<file path="src/rtl/input_debouncer.sv">
// ---------------------------------------------------------------------------
// input_debouncer
//
// Debounces a raw asynchronous level (button, switch, external line) into a
// clean clk-synchronous level. The raw input first passes a two-flop
// synchronizer. A four-state FSM then accepts a new level only after it has
// been seen on DEBOUNCE_CYCLES consecutive synchronized samples. A candidate
// change that drops back before qualifying is rejected and reported with a
// one-cycle glitch pulse.
//
// Parameters
//   DEBOUNCE_CYCLES  consecutive samples a new level must hold (1..65535)
//
// Ports
//   clk         in   single clock, rising edge
//   rst_n       in   asynchronous, active-low reset
//   in_s        in   raw asynchronous input
//   out_s       out  debounced level (registered)
//   out_busy    out  high while a candidate change is being qualified
//   out_glitch  out  one-cycle pulse when a candidate change is rejected
// ---------------------------------------------------------------------------
module input_debouncer #(
  parameter int DEBOUNCE_CYCLES = 16
) (
  input  logic clk,
  input  logic rst_n,
  input  logic in_s,
  output logic out_s,
  output logic out_busy,
  output logic out_glitch
);

  localparam int CW = $clog2(DEBOUNCE_CYCLES + 1);

  localparam logic [1:0] ST_STABLE_LOW  = 2'd0;
  localparam logic [1:0] ST_CHECK_HIGH  = 2'd1;
  localparam logic [1:0] ST_STABLE_HIGH = 2'd2;
  localparam logic [1:0] ST_CHECK_LOW   = 2'd3;

  // Count value held on the sample before the one that completes
  // qualification; the counter therefore never reaches DEBOUNCE_CYCLES.
  localparam logic [CW-1:0] CNT_LAST = CW'(DEBOUNCE_CYCLES - 1);
  localparam logic [CW-1:0] CNT_ONE  = CW'(1);
  localparam logic [CW-1:0] CNT_ZERO = '0;

  // With a single required sample, the first differing sample is already
  // enough and the CHECK states are skipped entirely.
  localparam bit DIRECT_ACCEPT = (DEBOUNCE_CYCLES == 1);

  logic          r_sync1;
  logic          r_sync2;
  logic [1:0]    r_state;
  logic [CW-1:0] r_count;
  logic          r_out;
  logic          r_glitch;

  logic [1:0]    w_state_next;
  logic [CW-1:0] w_count_next;
  logic          w_out_next;
  logic          w_glitch_next;
  logic          w_s;

  // Only the second synchronizer stage feeds the FSM.
  assign w_s = r_sync2;

  always_ff @(posedge clk or negedge rst_n) begin
    if (!rst_n) begin
      r_sync1 <= 1'b0;
      r_sync2 <= 1'b0;
    end else begin
      r_sync1 <= in_s;
      r_sync2 <= r_sync1;
    end
  end

  always_comb begin
    w_state_next  = r_state;
    w_count_next  = r_count;
    w_glitch_next = 1'b0;
    case (r_state)
      ST_STABLE_LOW: begin
        if (w_s) begin
          if (DIRECT_ACCEPT) begin
            w_state_next = ST_STABLE_HIGH;
            w_count_next = CNT_ZERO;
          end else begin
            w_state_next = ST_CHECK_HIGH;
            w_count_next = CNT_ONE;
          end
        end
      end
      ST_CHECK_HIGH: begin
        if (w_s) begin
          if (r_count == CNT_LAST) begin
            w_state_next = ST_STABLE_HIGH;
            w_count_next = CNT_ZERO;
          end else begin
            w_count_next = r_count + CNT_ONE;
          end
        end else begin
          w_state_next  = ST_STABLE_LOW;
          w_count_next  = CNT_ZERO;
          w_glitch_next = 1'b1;
        end
      end
      ST_STABLE_HIGH: begin
        if (!w_s) begin
          if (DIRECT_ACCEPT) begin
            w_state_next = ST_STABLE_LOW;
            w_count_next = CNT_ZERO;
          end else begin
            w_state_next = ST_CHECK_LOW;
            w_count_next = CNT_ONE;
          end
        end
      end
      ST_CHECK_LOW: begin
        if (!w_s) begin
          if (r_count == CNT_LAST) begin
            w_state_next = ST_STABLE_LOW;
            w_count_next = CNT_ZERO;
          end else begin
            w_count_next = r_count + CNT_ONE;
          end
        end else begin
          w_state_next  = ST_STABLE_HIGH;
          w_count_next  = CNT_ZERO;
          w_glitch_next = 1'b1;
        end
      end
      default: begin
        w_state_next = ST_STABLE_LOW;
        w_count_next = CNT_ZERO;
      end
    endcase
  end

  // The output follows the accepted level, which is high in STABLE_HIGH and
  // while a fall is still being qualified.
  assign w_out_next = (w_state_next == ST_STABLE_HIGH) ||
                      (w_state_next == ST_CHECK_LOW);

  always_ff @(posedge clk or negedge rst_n) begin
    if (!rst_n) begin
      r_state  <= ST_STABLE_LOW;
      r_count  <= CNT_ZERO;
      r_out    <= 1'b0;
      r_glitch <= 1'b0;
    end else begin
      r_state  <= w_state_next;
      r_count  <= w_count_next;
      r_out    <= w_out_next;
      r_glitch <= w_glitch_next;
    end
  end

  assign out_s      = r_out;
  assign out_busy   = (r_state == ST_CHECK_HIGH) || (r_state == ST_CHECK_LOW);
  assign out_glitch = r_glitch;

endmodule

</file>
<file path="config.mk">
export PLATFORM = sky130hd
export DESIGN_NAME = input_debouncer
export DESIGN_NICKNAME = d
export VERILOG_FILES = /design/src/rtl/input_debouncer.sv
export SDC_FILE = /design/constraint.sdc
export NUM_CORES = 1
export LEC_CHECK = 0
export ABC_AREA = 1
export BUFFER_PORTS_ARGS = -buffer_cell sky130_fd_sc_hd__buf_2
export CORE_MARGIN = 10
export CORE_UTILIZATION = 25
export CTS_BUF_LIST = sky130_fd_sc_hd__clkbuf_4
export DETAILED_ROUTE_END_ITERATION = 6
export GPL_ROUTABILITY_DRIVEN = 0
export MAX_ROUTING_LAYER = met4
export PLACE_DENSITY_LB_ADDON = 0.2
export SYNTH_ARGS = -nofsm -noshare
export SYNTH_HDL_FRONTEND = slang
export SYNTH_SLANG_ARGS = --single-unit
</file>
<file path="constraint.sdc">
create_clock -name clk -period 2.37 [get_ports clk]
set_input_delay 0.3555 -clock clk [delete_from_list [all_inputs] [get_ports clk]]
set_output_delay 0.3555 -clock clk [all_outputs]
set_load 0.05 [all_outputs]
</file>
==> results.toml <==
[detailed_routing]
routed_wl_um = 959
drt-initial-drc-count = 15
drc_errors = 0
drt-pass1-iter-count = 4
viasPerCell = 4.260
ant_nets = 0
post_drt_wl_per_cell_um = 9.990
vias = 409

[sta]
fin_crit_sh = 0.5823
grt_setup_unrepaired = "false"
period_needed_ps = 1380
fin_worst_skew_ps = 4.335
drv_slew = 0
setup_viol = 0
slew_headroom = 0.8359
setup_slack_ps = 989.9
fmax_mhz = 724.6
worst_slew_pin_slew_ps = 246.1
finalSetupTns_ps = 0
hold_viol_final = 0

[setup_path]
arrival_ps = 1020
path_buf_inv = 1
path_class = "flop to output port"
slowest_stage = "dfrtp_1"
critPathMaxFanout = 6
max_stage_delay_ps = 450
path_delay_family = "flip-flops"
worst_setup_path_start_kind = "flop"
cp.required_ps = 2010
path_cells = "buf_2"
end_kind = "output port"

[floorplan]
initial_utilization = 0.2622
core-area_um2 = 1942
die_h_um = 65.13
die_w_um = 65.13
die_area_um2 = 4242
io_pins = 6
num_rows = 16

[grt]
grtUsageTotal = 0.05182
grt_pass1_wl_mm = 1.621
grt_overflow = 0
antenna_found_initial = 0
grt_pass1_vias = 388
grt_max_degree = 12

[yosys]
syn-cell-area_um2 = 509.2
ys_top_cells_by_area = "dfrtp_1 54%, nand2_1 13%, nand3_1 4.9%"
ys_seq_elements = 11
synth_compound_area_frac = 0.02948
synth_top_family_by_area = "simple AND/OR/NAND/NOR gates"
synth_fa_ha_area_frac = 0.02457
seq_area_frac_synth = 0.5405
synthCells = 60
synth_top_area_frac = 0.5405
synthXorXnorAreaFrac = 0.01720
syn_nets = 64
synthSimpleGateAreaFrac = 0.3366
synth_cell_types = 15
syn_avg_cell_area_um2 = 8.487
ys_warn_count = 0
synth_top_cell_by_area = "dfrtp_1"
muxShareOfSynthArea = 0

[placed_design]
dp_hpwl_um = 708.9
dp_slack_ps = 1167
port_buffers = 5

[layout]
multi_input_area_um2 = 207.7
drive_gt1_frac = 0.2174
antenna_cells = 0
fillers = 213
seq_area_um2 = 275.3
area_growth_pct = 18.67
nets = 74

[clocking]
clkSinkCount = 11
htreeDepth = 1
root_buffer = "clkbuf_4"
cts_tree = "done"
ctsResizeCount = 0
cts_inserted_buffers = 3
clock_path_buffers = 2
path_clk_slew_ps = 70
clk_latency_ps = 280

[run]
cap_violations = 0

[power_and_ir_drop]
vdd_ir_drop_max_uv = 326.0
p_per_area_nw_per_um2 = 644.7
p_leak_nw = 0.3290

[outcome]
status = "completed"

[worst_hold_path]
hold_class = "primary input to flop"
## final timing paths
kind	from	end	slack [ps]	depth (start not counted)
min	in_s	r_sync1	180	1
min reg2reg	r_sync1	r_sync2	350	0
max reg2reg	r_count[0]	r_count[3]	1160	6
max	r_state[0]	out_busy	990	1
min in group asynchronous	rst_n	r_count[0]	470	2
max in group asynchronous	rst_n	out_s	1700	2
## sequential cells by signal, summed over array words and instances, names as in the netlist
name	count
out_s	1
out_glitch	1
r_count	5
r_sync2	1
r_sync1	1
r_state	2
## cell usage in the layout (no fill, tap or decap), types with 2 or more instances in the layout
master / count
nor2_1: 6
nand3_1: 5
o21ai_1: 2
nand2_1: 18
nand2_2: 2
dfrtp_1: 11
nand4_1: 3
clkbuf_4: 4
nor2_2: 2
inv_1: 5
buf_2: 5
## stage by stage
stage                       util  instance area (µm²)  cells  hold WS, ps  power [mW]
after floorplan                -                509.2     60        59.91      0.2348
after global placement    0.2906                564.3     91        243.4      0.2470
after detailed placement  0.2906                564.3     91        241.5      0.2466
after CTS                 0.3112                604.3     96        177.5      0.3941
after global routing      0.3112                604.3     96        181.3      0.4105
final                     0.3112                604.3     96        180.0      0.3896
## final cells by class
type,instances,share of cell area
Sequential cell,11,0.4555
Multi-Input combinational cell,42,0.3437
Timing Repair Buffer,6,0.05797
Tap cell,27,0.05590
Clock buffer,4,0.04969
Inverter,6,0.03727
## where the power goes
group | total (mW) | switching (mW) | internal [mW]
sequential | 0.207 | 0.0102 | 0.197
combinational | 0.0363 | 0.0238 | 0.0125
clock | 0.146 | 0.0695 | 0.0768
## metal layers
layer	up-vias	part of all wire	routed length (µm)	global-route usage
li1	212	-	-	-
met1	183	0.49	472	0.05871
met2	9	0.42	398	0.06773
met3	5	0.045	43	0.01525
met4	0	0.046	44	0.05615
met5	-	0	0	-
## logic make-up (layout without fill, tap and decap cells)
logic type	count (synthesis)	in the layout
flip-flops	11	11
XOR/XNOR	1	1
adder cells (fa/ha/maj)	1	1
AND/OR/NAND/NOR	37	37
AO/OA/AOI/OAI	3	3
buffers and inverters	7	16
## cell usage after synthesis
library cell / number
nand2_2: 2
nand3_1: 5
dfrtp_1: 11
nand4_1: 3
xnor2_1: 1
nand2_1: 18
ha_1: 1
o21ai_0: 1
o21ai_1: 2
inv_2: 1
nor2_1: 6
inv_1: 5
clkbuf_1: 1
nand4_2: 1
nor2_2: 2
## worst register-to-register path, delay by kind of cell (launching register included)
family                   cells  cell delay, ps
adder cells (fa/ha/maj)      1             260
flip-flops                   1             420
AND/OR/NAND/NOR              5             470
## repair_timing
action                    4_1_cts  5_1_grt
setup buffers                   0        0
hold endpoints to repair       11        0
hold buffers                    1        0
(Power assumes the default switching activity.)
